**config.mk**
```make
export PLATFORM = sky130hd
export DESIGN_NAME = div_2c_32b
export DESIGN_NICKNAME = d
export VERILOG_FILES = /design/src/rtl/div_2c_pkg.sv /design/src/rtl/abs_2c_32b.sv /design/src/rtl/div_2c_32b.sv
export SDC_FILE = /design/constraint.sdc
export NUM_CORES = 1
export LEC_CHECK = 0
export ABC_AREA = 1
export CELL_PAD_IN_SITES_DETAIL_PLACEMENT = 1
export CELL_PAD_IN_SITES_GLOBAL_PLACEMENT = 2
export CORE_MARGIN = 3
export CORE_UTILIZATION = 36
export CTS_CLUSTER_SIZE = 14
export DETAILED_ROUTE_END_ITERATION = 6
export GPL_TIMING_DRIVEN = 0
export PLACE_DENSITY = 0.88
export RECOVER_POWER = 25
export SYNTH_ARGS = -nofsm -noshare
export SYNTH_HDL_FRONTEND = slang
export SYNTH_HIERARCHICAL = 1
export SYNTH_SLANG_ARGS = --single-unit
```
**constraint.sdc**
```tcl
create_clock -name clk -period 10.05 [get_ports clk]
set_clock_uncertainty 0.2 [all_clocks]
set_input_delay 1.005 -clock clk [delete_from_list [all_inputs] [get_ports clk]]
set_output_delay 1.005 -clock clk [all_outputs]
set_load 0.1 [all_outputs]
```
**src/rtl/div_2c_pkg.sv**
```systemverilog
// div_2c_pkg: shared widths, saturation constants and FSM states for the Q17.14 divider.
package div_2c_pkg;
  localparam int WIDTH = 32;
  localparam int FRAC = 14;
  localparam int ITER = WIDTH + FRAC;
  localparam int CNT_W = $clog2(ITER + 1);
  localparam logic [WIDTH-1:0] SAT_MAX = 32'h7FFF_FFFF;
  localparam logic [WIDTH-1:0] SAT_MIN = 32'h8000_0000;
  typedef enum logic [1:0] {IDLE, BUSY, DONE} state_t;
endpackage

```
**src/rtl/abs_2c_32b.sv**
```systemverilog
// abs_2c_32b: two's complement to sign + unsigned magnitude (most negative value maps exactly).
module abs_2c_32b #(
  parameter int WIDTH = div_2c_pkg::WIDTH
) (
  input  logic [WIDTH-1:0] a,
  output logic             sign,
  output logic [WIDTH-1:0] mag
);
  assign sign = a[WIDTH-1];
  assign mag = sign ? -a : a;
endmodule

```
**src/rtl/div_2c_32b.sv**
```systemverilog
// div_2c_32b: sequential Q17.14 signed divider, restoring, one quotient bit per cycle,
// with saturation and divide-by-zero flags.
module div_2c_32b #(
  parameter int WIDTH = div_2c_pkg::WIDTH,
  parameter int FRAC = div_2c_pkg::FRAC
) (
  input  logic             clk,
  input  logic             rst_n,
  input  logic             start,
  input  logic [WIDTH-1:0] x,
  input  logic [WIDTH-1:0] y,
  output logic             busy,
  output logic             done,
  output logic [WIDTH-1:0] d_out,
  output logic             dz,
  output logic             ovf
);
  import div_2c_pkg::*;
  localparam int N = WIDTH + FRAC;
  localparam int C = $clog2(N + 1);
  localparam logic [WIDTH-1:0] MAXV = {1'b0, {(WIDTH-1){1'b1}}};
  localparam logic [WIDTH-1:0] MINV = {1'b1, {(WIDTH-1){1'b0}}};
  state_t state, state_n;
  logic [C-1:0] cnt;
  logic [N-1:0] dq, q_n;
  logic [WIDTH-1:0] rem, rem_n, ay, ax_c, ay_c, res;
  logic [WIDTH:0] trial, diff;
  logic sx, sy, sx_c, sy_c, fit, last, neg, yz, big_pos, big_neg, ovf_n;
  abs_2c_32b #(.WIDTH(WIDTH)) u_abs_x (.a(x), .sign(sx_c), .mag(ax_c));
  abs_2c_32b #(.WIDTH(WIDTH)) u_abs_y (.a(y), .sign(sy_c), .mag(ay_c));
  // dq shifts the dividend out at the top while quotient bits enter at the bottom
  assign trial = {rem, dq[N-1]};
  assign diff = trial - {1'b0, ay};
  assign fit = trial >= {1'b0, ay};
  assign rem_n = fit ? diff[WIDTH-1:0] : trial[WIDTH-1:0];
  assign q_n = {dq[N-2:0], fit};
  assign last = state == BUSY && cnt == C'(N - 1);
  assign neg = sx ^ sy;
  assign yz = ay == '0;
  assign big_pos = |q_n[N-1:WIDTH-1];
  assign big_neg = |q_n[N-1:WIDTH] || (q_n[WIDTH-1] && |q_n[WIDTH-2:0]);
  assign ovf_n = !yz && (neg ? big_neg : big_pos);
  assign res = yz ? (sx ? MINV : MAXV) : ovf_n ? (neg ? MINV : MAXV) :
               neg ? -q_n[WIDTH-1:0] : q_n[WIDTH-1:0];
  assign busy = state == BUSY;
  assign done = state == DONE;
  always_comb begin
    state_n = IDLE;
    if (state == IDLE) state_n = start ? BUSY : IDLE;
    else if (state == BUSY) state_n = last ? DONE : BUSY;
  end
  always_ff @(posedge clk or negedge rst_n) begin
    if (!rst_n) begin
      state <= IDLE;
      cnt <= '0;
      dq <= '0;
      rem <= '0;
      ay <= '0;
      sx <= 1'b0;
      sy <= 1'b0;
      d_out <= '0;
      dz <= 1'b0;
      ovf <= 1'b0;
    end else begin
      state <= state_n;
      if (state == IDLE && start) begin
        dq <= {ax_c, {FRAC{1'b0}}};
        rem <= '0;
        ay <= ay_c;
        sx <= sx_c;
        sy <= sy_c;
        cnt <= '0;
      end else if (state == BUSY) begin
        dq <= q_n;
        rem <= rem_n;
        cnt <= cnt + C'(1);
      end
      if (last) begin
        d_out <= res;
        dz <= yz;
        ovf <= ovf_n;
      end
    end
  end
endmodule

```
==> Word level (Yosys, flattened, before mapping) <==
Cells that the tools add are included.
{ "totals": {"output_inout_bits": 36, "elab_cells": 51, "input_bits": 67, "reg_bits": 154} }
{ "op_classes": {"n_reduce_logical": 12, "bitwise_logic": 1, "n_mux": 19, "addsub": 5, "n_lt_le_gt_ge": 1, "n_eq_ne": 3} }
{ "op_table": {"columns": ["operator", "count"], "rows": [
  ["2-to-1 mux 32 bit", 10],
  ["negator 32 bit", 3],
  ["2-to-1 mux 46 bit", 2],
  ["greater-or-equal comparator 33 x 32 -> 1 bit", 1],
  ["zero test 32 bit", 1],
  ["subtractor 32 bit", 1],
  ["OR reduction 31 bit", 1],
  ["OR reduction 15 bit", 1],
  ["OR reduction 14 bit", 1],
  ["2-to-1 mux 6 bit", 2],
  ["adder 6 x 1 -> 6 bit, second input constant", 1],
  ["== test 6 bit, second input constant", 1],
  ["2-to-1 mux 2 bit", 3],
  ["logical AND 1 bit", 4],
  ["== test 2 x 1 -> 1 bit, second input constant", 1],
  ["== test 2 bit, second input constant", 1],
  ["zero test 2 bit", 1],
  ["2-to-1 mux 1 bit", 2],
  ["nonzero test 2 bit", 1],
  ["zero test 1 bit", 1],
  ["logical OR 1 bit", 1],
  ["bitwise XOR 1 bit", 1]
]} }

==> Logic depth before layout (Yosys ltp) <==
Gate-level depths: netlist of run 1.
{ "logic_depth": {"ltp_word": 8, "ltp_mapped": 29} }

==> By module <==
The synthesis of run 1 kept the hierarchy.
{ "by_module_without_submodules": {"columns": ["mod", "area_each_um2", "instances", "seq_area_each_um2", "cells_each"], "rows": [
  ["div_2c_32b", 9404.0, 1, 3853.7, 1217],
  ["abs_2c_32b", 1022.2, 2, 0.0, 220]
]} }

==> Worst setup path after synthesis of run 1 <==
No wires, ideal clock.
{ "synth_timing": {"path_kind": "reg2reg", "from": "register rem[7]", "to": "register d_out[16]", "slack_ns": 6.794, "synth_period_minus_slack_ns": 3.256, "path_stages_with_launch": 25, "path_buffers": 1, "t_arrival_ns": 2.932, "cell_sequence": "dfrtp_1 ha_1 nand2_2 inv_1 a21oi_2 nand3_2 nand2_2 nand2_4 nand2_4 nand2_4 inv_2 buf_6 ha_1 nand2_2 nor2_4 nand3_2 nor2_2 nand2_2 nor3_4 nand2_2 nand2_2 o21ai_0 or2_1 nand3_1 a2bb2oi_1"} }
{ "synth_between": {"elab_chain_cells": 8} }
{ "synth_lines": {"columns": ["item", "line_no", "text"], "rows": [
  ["start: declaration", "div_2c_32b.sv:26", "logic [WIDTH-1:0] rem, rem_n, ay, ax_c, ay_c, res;"],
  ["start signal: assignment", "div_2c_32b.sv:75", "rem <= rem_n;"],
  ["greater-or-equal comparator 33 x 32 -> 1 bit *", "div_2c_32b.sv:34", "assign fit = trial >= {1'b0, ay};"],
  ["parallel branches: the longest is 5 deep, another holds negator 32 bit", null, null],
  ["2-to-1 mux 32 bit * (2 in series)", "div_2c_32b.sv:43", "assign res = yz ? (sx ? MINV : MAXV) : ovf_n ? (neg ? MINV : MAXV) :"],
  ["end signal: assignment", "div_2c_32b.sv:79", "d_out <= res;"],
  ["end: declaration", "div_2c_32b.sv:14", "output logic [WIDTH-1:0] d_out,"]
]} }
Mark *: on every way between the ends.
A chain may end at the register's enable or synchronous reset.

==> Final worst setup path of run 1 <==
{ "layout_timing": {"from": "register state[1]", "to": "output busy"} }
{ "layout_between": {"elab_chain_cells": 1} }
{ "layout_lines": {"columns": ["item", "line_no", "text"], "rows": [
  ["start: declaration", "div_2c_32b.sv:23", "state_t state, state_n;"],
  ["start signal: assignment", "div_2c_32b.sv:65", "state <= state_n;"],
  ["== test 2 x 1 -> 1 bit", "div_2c_32b.sv:45", "assign busy = state == BUSY;"],
  ["end: declaration", "div_2c_32b.sv:12", "output logic busy,"]
]} }
Every way passes these cells.

==> flow_summary.toml, run 1 <==
[sta]
finalSetupTns_ns = 0
maxSlewHeadroom_pct = -117
period_share_pct = 48.4
fin_ws_ns = 5.18
maxSlewViolCount = 57
tightest_slew_ns = 3.25
rsz0062_at_grt = "false"
hold_viol = 0
period_minus_slack_ns = 4.87
timing.hold.ws_ns = 0.305
setup_violations = 0
fmax_mhz = 206

[cts]
clk_root_buffer_cell = "clkbuf_16"
postCtsSetupRepairBufs = 0
postCtsHoldBufs = 0
cts_buffers = 17
cts.repair.resized = 0
clock_path_buffers = 2
clock-sinks = 154
cts.htree.levels = 4
insertion_delay_ns = 0.44
cts_tree = "done"
clkTransAtPathRegs_ns = 0.06

[global_route]
grt_pass1_wl_mm = 64.8
grt_overflow = 0
grt_max_degree = 99
track_usage_pct = 23.9
antenna_found_initial = 0
grt_pass1_vias = 12209

[synth]
syn_area_mm2 = 0.0114
syn_avg_cell_area_um2 = 6.91
ys.flop_type = "dfrtp_1"
ys_ff_latch = 154
ys_types = 57
synth-warning-count = 6
yosys-top-cells-count = "nand2_1 (499), nor2_1 (165), inv_1 (164)"
yosys.area.top_type_share_pct = 33.7
async_flop_share_pct = 100
synth_edf_count = 0
syn_nets = 1763
yosysTopAreaCell = "dfrtp_1"
ys_top_cells_by_area = "dfrtp_1 (34%), nand2_1 (16%), nor2_1 (5.4%), inv_1 (5.4%), nand3_1 (4.3%)"
synth_seq_area_share_pct = 33.7
yosysMostFrequentCell = "nand2_1"
synthCells = 1657

[critical_path]
crit_buf_inv = 5
cp.required_ns = 8.85
cp_top_family = "buffers and inverters"
worstPathCellList = "inv_1 -> nand2_1 -> inv_1 -> clkbuf_1 -> clkbuf_1 -> clkdlybuf4s50_1"
critPathMaxFanout = 10
cpMaxStageDelayCell = "clkdlybuf4s50_1"
critPathArrivalTime_ns = 3.66
end_kind = "output pin"
path_class = "reg2out"
setup.worst_path.start_class = "flop"
cpPeakStageDelay_ns = 1.26

[power_and_ir_drop]
p_leak_nw = 6.08
ir_drop_uv = 164
power_mw = 4.80
powerDensity_mw_per_mm2 = 354

[layout]
fillers = 3951
layoutNonFillerInstCount = 2185
final_nets = 1883
diodes = 0
layout-drive-gt1-share_pct = 8.05
area_growth_syn_to_layout_pct = 18.6

[floorplan]
dieArea_mm2 = 0.0340
row_count = 64
core_area_mm2 = 0.0310
die-height_um = 184
start_util_pct = 36.9
die_w_um = 184
io_pins = 103

[hold_path]
hp-class = "reg2reg"

[drt]
via_per_inst = 5.29
drt-pass1-iter-count = 5
ant_nets = 0
wl_mm = 40.0
routedWlPerCell_um = 18.3
drc = 0
vias = 11569
first_iter_violations = 598

[place]
dp.cells = 2154
portBuffers = 100
hpwlAfterDp_mm = 32.1
place_congestion = 0.887
place_ws_ns = 5.62

[outcome]
violations = "capacitance limit, slew limit"
status = "finished, violations left"

[job]
max_cap_viol_count = 1
==> layer usage <==
metal  vias up  GRT usage (%)  part of all wire (%)  wire, um
li1       5668              -                     -         -
met1      5668           33.8                    49     19800
met2       192           39.4                    46     18500
met3        41           2.64                   2.8      1140
met4         0           5.65                   1.6       660
met5         -              0                     0         0
==> registers in the layout (all words and copies together) (netlist names) <==
signal / flops
dq: 46
ay: 32
d_out: 32
rem: 32
cnt: 6
state: 2
dz: 1
ovf: 1
sx: 1
sy: 1
==> kinds of logic (layout without fill, tap and decap cells) <==
group,count (synthesis),in the layout,share of synthesized area [%]
adder cells (fa/ha/maj),39,39,4.33
buffers and inverters,229,361,8.17
AO/OA/AOI/OAI,296,296,15.8
AND/OR/NAND/NOR,884,884,33.8
XOR/XNOR,55,55,4.21
flip-flops,154,154,33.7
==> tightest hold or removal path, delay by kind of cell (launching register included) <==
kind,cells,cell delay [ns]
flip-flops,1,0.35
AO/OA/AOI/OAI,1,0.06
AND/OR/NAND/NOR,1,0.06
==> final cells by class <==
class	instances	area [um^2]	share of cell area (%)
plain buffers	57	290	2.14
clock buffers	20	447	3.29
clock inverters	11	170	1.25
inverters	172	646	4.75
multi-input cells	1274	6660	49.0
flip-flops and latches	154	3850	28.4
well taps	396	495	3.65
repair buffers	101	1020	7.53
==> worst paths after layout <==
kind / start / end / slack (ns) / cells after the start
setup / recovery: state[1] / busy / 5.18 / 6
hold / removal: dz / dz / 0.31 / 2
setup reg to reg: ay[27] / d_out[22] / 5.83 / 24
hold reg to reg: dz / dz / 0.31 / 2
max in group asynchronous: rst_n / d_out[8] / 6.33 / 1
min in group asynchronous: rst_n / ay[6] / 1.46 / 1
==> power breakdown <==
group / total [mW] / switching (mW) / internal, mW
logic: 3.03 / 2.00 / 1.03
registers: 1.08 / 0.200 / 0.883
clock network: 0.696 / 0.274 / 0.421
==> placed cells by master, fill, tap and decap left out, types with 15 or more instances in the layout <==
cell             Yosys  layout
a21oi_1             63      63
a22oi_1             16      16
buf_2               16      16
clkbuf_1            27      30
clkbuf_16            0      17
clkdlybuf4s50_1      0      99
dfrtp_1            154     154
ha_1                38      38
inv_1              164     164
nand2_1            499     499
nand2_2             19      19
nand3_1             99      99
nand4_1             15      15
nor2_1             165     165
o21ai_0             91      91
o21ai_1             31      31
o221ai_1            16      16
o22ai_1             15      15
or2_2               15      15
xnor2_1             39      39
xor2_1              16      16
==> per-stage QoR <==
step | util [%] | cell area, um^2
finish | 43.8 | 13600
CTS | 43.9 | 13600
global placement | 41.8 | 12900
floorplan | - | 11400
global route | 43.8 | 13600
detailed placement | 41.9 | 13000
Note: power is estimated with default switching activity, not from simulation.
==> inputs of run 2 (changes only) <==
--- a/config.mk
+++ b/config.mk
@@ -9,11 +9,11 @@
 export CELL_PAD_IN_SITES_DETAIL_PLACEMENT = 1
 export CELL_PAD_IN_SITES_GLOBAL_PLACEMENT = 2
 export CORE_MARGIN = 3
-export CORE_UTILIZATION = 36
+export CORE_UTILIZATION = 33
 export CTS_CLUSTER_SIZE = 14
 export DETAILED_ROUTE_END_ITERATION = 6
 export GPL_TIMING_DRIVEN = 0
-export PLACE_DENSITY = 0.88
+export PLACE_DENSITY = 0.82
 export RECOVER_POWER = 25
 export SYNTH_ARGS = -nofsm -noshare
 export SYNTH_HDL_FRONTEND = slang
==> constraint.sdc (replaced) <==
create_clock -name clk -period 4.5 [get_ports clk]
set_clock_uncertainty 0.2 [all_clocks]
set_input_delay 0.45 -clock clk [delete_from_list [all_inputs] [get_ports clk]]
set_output_delay 0.45 -clock clk [all_outputs]
set_load 0.1 [all_outputs]
==> flow_summary.toml, run 2 (synthesis results as in run 1) <==
[drt]
drt-pass1-iter-count = 5
ant_nets = 0
drc = 0
vias = 11451
first_iter_violations = 550
wl_mm = 40.2
routedWlPerCell_um = 18.0
via_per_inst = 5.11

[floorplan]
die-height_um = 192
core_area_mm2 = 0.0339
die_w_um = 192
dieArea_mm2 = 0.0370
row_count = 67
start_util_pct = 33.8
io_pins = 103

[sta]
hold_viol = 0
maxSlewHeadroom_pct = -81.2
period_minus_slack_ns = 4.15
fin_ws_ns = 0.353
maxSlewViolCount = 48
fmax_mhz = 241
rsz0062_at_grt = "false"
finalSetupTns_ns = 0
setup_violations = 0
tightest_slew_ns = 2.72
period_share_pct = 92.2

[power_and_ir_drop]
powerDensity_mw_per_mm2 = 780
power_mw = 10.6
ir_drop_uv = 269
p_leak_nw = 6.07

[outcome]
status = "finished, violations left"
violations = "capacitance limit, slew limit"

[place]
hpwlAfterDp_mm = 32.6
place_ws_ns = 0.427
dp.cells = 2206
place_congestion = 0.892
portBuffers = 100

[layout]
largest_reg_flops = 46
layoutNonFillerInstCount = 2239
mostFrequentLayoutCell = "nand2_1"
final_nets = 1884
layout_common_cells = "nand2_1 (499), nor2_1 (165), inv_1 (164)"
area_growth_syn_to_layout_pct = 18.9
fillers = 4379
layout-drive-gt1-share_pct = 8.21
diodes = 0
regMostFlops = "dq"

[global_route]
antenna_found_initial = 0
grt_overflow = 0
grt_max_degree = 109
grt_pass1_wl_mm = 65.1
grt_pass1_vias = 11908
track_usage_pct = 22.4

[cts]
cts.repair.resized = 0
postCtsSetupRepairBufs = 0
clkTransAtPathRegs_ns = 0.06
insertion_delay_ns = 0.45
cts.htree.levels = 4
cts_buffers = 17
postCtsHoldBufs = 1
clock_path_buffers = 2
clk_root_buffer_cell = "clkbuf_16"
cts_tree = "done"
clock-sinks = 154

[critical_path]
critPathMaxFanout = 10
critPathArrivalTime_ns = 4.26
setup.worst_path.start_class = "flop"
cp-startpoint = "ay[27]"
cp.required_ns = 4.62
cpPeakStageDelay_ns = 0.38
path_class = "reg2reg"
crit-reg2reg-launch = "ay[27]"
cp_top_family = "simple AND/OR/NAND/NOR gates"
cpMaxStageDelayCell = "dfrtp_1"
worstPathCellList = "inv_1 -> ha_1 -> nand2_1 -> inv_1 -> nand2_1 -> nor2_1 -> nand3_1 -> nand2_1 -> nor2_2 -> nand2_4 -> inv_2 -> buf_6 -> nand4_1 -> ha_1 -> inv_1 -> o21ai_0 -> inv_1 -> nand4_1 -> nand2_1 -> o21ai_2 -> inv_2 -> buf_2 -> a21oi_1"
end_kind = "flop"
crit_buf_inv = 8

[hold_path]
hp-class = "in2reg"
hp-start = "x[31]"

[job]
max_cap_viol_count = 1
==> run 2: changes by cell type in the layout (fill, tap and decap cells not counted), sizes merged <==
cell,before,now
bufinv,4,1
clkinvlp,3,2
clkinv,5,8
dlygate4sd3,0,1
inv,171,173
==> run 2: path summary, 6_finish.rpt <==
check | to | slack [ns] | cells after the start
setup / recovery | d_out[2] | 0.35 | 23
hold / removal | sx | 0.02 | 3
setup reg to reg | d_out[2] | 0.35 | 23
hold reg to reg | dz | 0.30 | 2
max in group asynchronous | ay[13] | 0.81 | 3
min in group asynchronous | dq[10] | 1.21 | 2
==> run 2: report_power, final <==
part / internal (mW) / switching (mW)
combinational: 2.29 / 4.47
clock: 0.812 / 0.642
sequential: 1.97 / 0.425
total: 5.07 / 5.53
==> run 2: layer usage <==
| layer | up-vias | wire length (um) | track usage, % |
|---|---|---|---|
| met3 | 40 | 1230 | 2.69 |
| met5 | - | 0 | 0 |
| li1 | 5690 | - | - |
| met2 | 183 | 18300 | 36.3 |
| met4 | 0 | 550 | 5.02 |
| met1 | 5538 | 20200 | 32.1 |
==> run 2: worst reg2reg max path, cell delays in order, from the launching register on <==
cell and delay [ns]:
dfrtp_1 0.38, inv_1 0.11, ha_1 0.33, nand2_1 0.18, inv_1 0.05, nand2_1 0.11
nor2_1 0.06, nand3_1 0.14, nand2_1 0.08, nor2_2 0.19, nand2_4 0.09, inv_2 0.11
buf_6 0.20, nand4_1 0.15, ha_1 0.22, inv_1 0.05, o21ai_0 0.10, inv_1 0.07
nand4_1 0.26, nand2_1 0.26, o21ai_2 0.15, inv_2 0.16, buf_2 0.28, a21oi_1 0.11
==> run 2: through the flow <==
step	cell area (um^2)	hold WS, ns	utilization [%]
finish	13600	0.0174	40.2
global route	13600	0.0407	40.2
CTS	13600	0.00652	40.3
detailed placement	13000	0.184	38.5
global placement	13000	0.278	38.4
floorplan	11400	-0.0456	-
==> run 2: layout make-up <==
type | instances | area, um^2 | share of cell area [%]
sequential | 154 | 3850 | 28.3
clock inverter | 12 | 115 | 0.846
tap | 448 | 561 | 4.12
clock buffer | 20 | 467 | 3.43
multi-input combinational | 1274 | 6660 | 48.9
timing repair buffer | 102 | 1020 | 7.47
inverter | 172 | 646 | 4.74
buffer | 57 | 290 | 2.13
==> inputs of run 3 (changes only) <==
--- a/config.mk
+++ b/config.mk
@@ -8,7 +8,6 @@
 export ABC_AREA = 1
 export CELL_PAD_IN_SITES_DETAIL_PLACEMENT = 1
 export CELL_PAD_IN_SITES_GLOBAL_PLACEMENT = 2
-export CORE_MARGIN = 3
 export CORE_UTILIZATION = 33
 export CTS_CLUSTER_SIZE = 14
 export DETAILED_ROUTE_END_ITERATION = 6
==> constraint.sdc (replaced) <==
create_clock -name clk -period 4.6 [get_ports clk]
set_clock_uncertainty 0.2 [all_clocks]
set_input_delay 0.46 -clock clk [delete_from_list [all_inputs] [get_ports clk]]
set_output_delay 0.46 -clock clk [all_outputs]
set_load 0.1 [all_outputs]
==> flow_summary.toml, run 3 (synthesis results as in run 1) <==
[layout]
layout_common_cells = "nand2_1 (499), nor2_1 (165), inv_1 (164)"
final_area_mm2 = 0.0137
layout-drive-gt1-share_pct = 8.21
area_growth_syn_to_layout_pct = 19.4
fillers = 4353
diodes = 0
final_util_pct = 40.4
mostFrequentLayoutCell = "nand2_1"
largest_reg_flops = 46
regMostFlops = "dq"
final_nets = 1884

[sta]
rsz0062_at_grt = "false"
period_minus_slack_ns = 4.34
period_share_pct = 94.3
setup_violations = 0
fmax_mhz = 231
maxSlewHeadroom_pct = -54.9
maxSlewViolCount = 89
tightest_slew_ns = 2.32
hold_viol = 0

[power_and_ir_drop]
p_leak_nw = 6.10
powerDensity_mw_per_mm2 = 770
ir_drop_uv = 311

[cts]
cts_tree = "done"
cts_buffers = 17
cts.htree.levels = 4
clock-sinks = 154
clkTransAtPathRegs_ns = 0.07
cts.repair.resized = 0
postCtsHoldBufs = 1
postCtsSetupRepairBufs = 0
insertion_delay_ns = 0.46
clk_root_buffer_cell = "clkbuf_16"
clock_path_buffers = 2

[drt]
wl_mm = 40.1
via_per_inst = 5.08
ant_nets = 0
drc = 0
first_iter_violations = 601
vias = 11382
routedWlPerCell_um = 17.9
drt-pass1-iter-count = 5

[global_route]
antenna_found_initial = 0
track_usage_pct = 23.5
grt_overflow = 0
grt_pass1_vias = 11807
grt_max_degree = 90
grt_pass1_wl_mm = 65.4

[critical_path]
cp.required_ns = 3.94
end_kind = "output pin"
setup.worst_path.start_class = "flop"
critPathMaxFanout = 10
path_class = "reg2out"
critPathArrivalTime_ns = 3.68

[floorplan]
die-height_um = 188
dieArea_mm2 = 0.0354
start_util_pct = 33.8
io_pins = 103
die_w_um = 188
core_area_mm2 = 0.0339
row_count = 67

[outcome]
violations = "capacitance limit, slew limit"
status = "finished, violations left"

[place]
placed_area_mm2 = 0.0130
place_congestion = 0.880
portBuffers = 100
hpwlAfterDp_mm = 32.4

[job]
max_cap_viol_count = 1

[hold_path]
hp-class = "in2reg"
-- run 3: cell types whose count changed in the layout (fill, tap and decap cells not counted) --
cell / delta
inv_6: -1
clkinvlp_4: -1
clkbuf_8: +2
inv_8: -1
buf_16: +1
clkbuf_2: +1
clkinv_2: -1
clkinv_4: -1
bufinv_16: +2
buf_6: -1
-- run 3: final timing paths --
kind | cells past startpoint | start | slack [ns] | end
worst max register to register | 27 | ay[27] | 0.45 | d_out[28]
max in group asynchronous | 2 | rst_n | 1.76 | d_out[23]
worst min register to register | 2 | ovf | 0.29 | ovf
min in group asynchronous | 2 | rst_n | 1.06 | ay[6]
worst max-delay path | 6 | state[1] | 0.26 | busy
worst min-delay path | 3 | x[31] | 0.03 | sx
-- run 3: stage by stage --
| stage | power, mW | setup slack (ns) | setup TNS, ns | std cells | hold slack, ns |
|---|---|---|---|---|---|
| finish | 10.5 | 0.262 | 0 | 2239 | 0.0312 |
| floorplan | 7.04 | 1.34 | 0 | 1657 | -0.0356 |
| detailed placement | 8.96 | 0.469 | 0 | 2206 | 0.285 |
| global route | 11.5 | 0.0793 | 0 | 2239 | 0.0465 |
| global placement | 8.77 | -3.64 | -557.12 | 2205 | 0.276 |
| CTS | 10.5 | 0.213 | 0 | 2239 | 0.0148 |
-- run 3: per-layer routing --
metal | vias to the layer above | track usage [%] | part of all wire, %
li1 | 5683 | - | -
met1 | 5504 | 33.5 | 51
met2 | 164 | 37.5 | 45
met3 | 31 | 3.15 | 2.8
met4 | 0 | 5.78 | 1.4
met5 | - | 0 | 0
-- run 3: area by class of cell --
| type | count | area [um^2] | area share, % |
|---|---|---|---|
| plain buffers | 57 | 290 | 2.12 |
| clock inverters | 9 | 134 | 0.979 |
| clock buffers | 23 | 498 | 3.64 |
| repair buffers | 102 | 1030 | 7.56 |
| well taps | 448 | 561 | 4.10 |
| inverters | 172 | 646 | 4.72 |
| flip-flops and latches | 154 | 3850 | 28.2 |
| multi-input cells | 1274 | 6660 | 48.7 |
-- run 3: power breakdown --
part	leakage (nW)	internal, mW	total (mW)	switching, mW
registers	1.79	1.93	2.36	0.428
clock network	0.310	0.928	1.54	0.614
logic	4.00	2.24	6.63	4.39
total	6.10	5.10	10.5	5.43
-- run 3: critical path: stages, from the launching register on --
cell	delay (ns)
dfrtp_1	0.41
inv_1	0.10
nand2_1	0.23
inv_1	0.15
clkbuf_1	0.46
clkbuf_1	0.60
clkdlybuf4s50_1	1.26
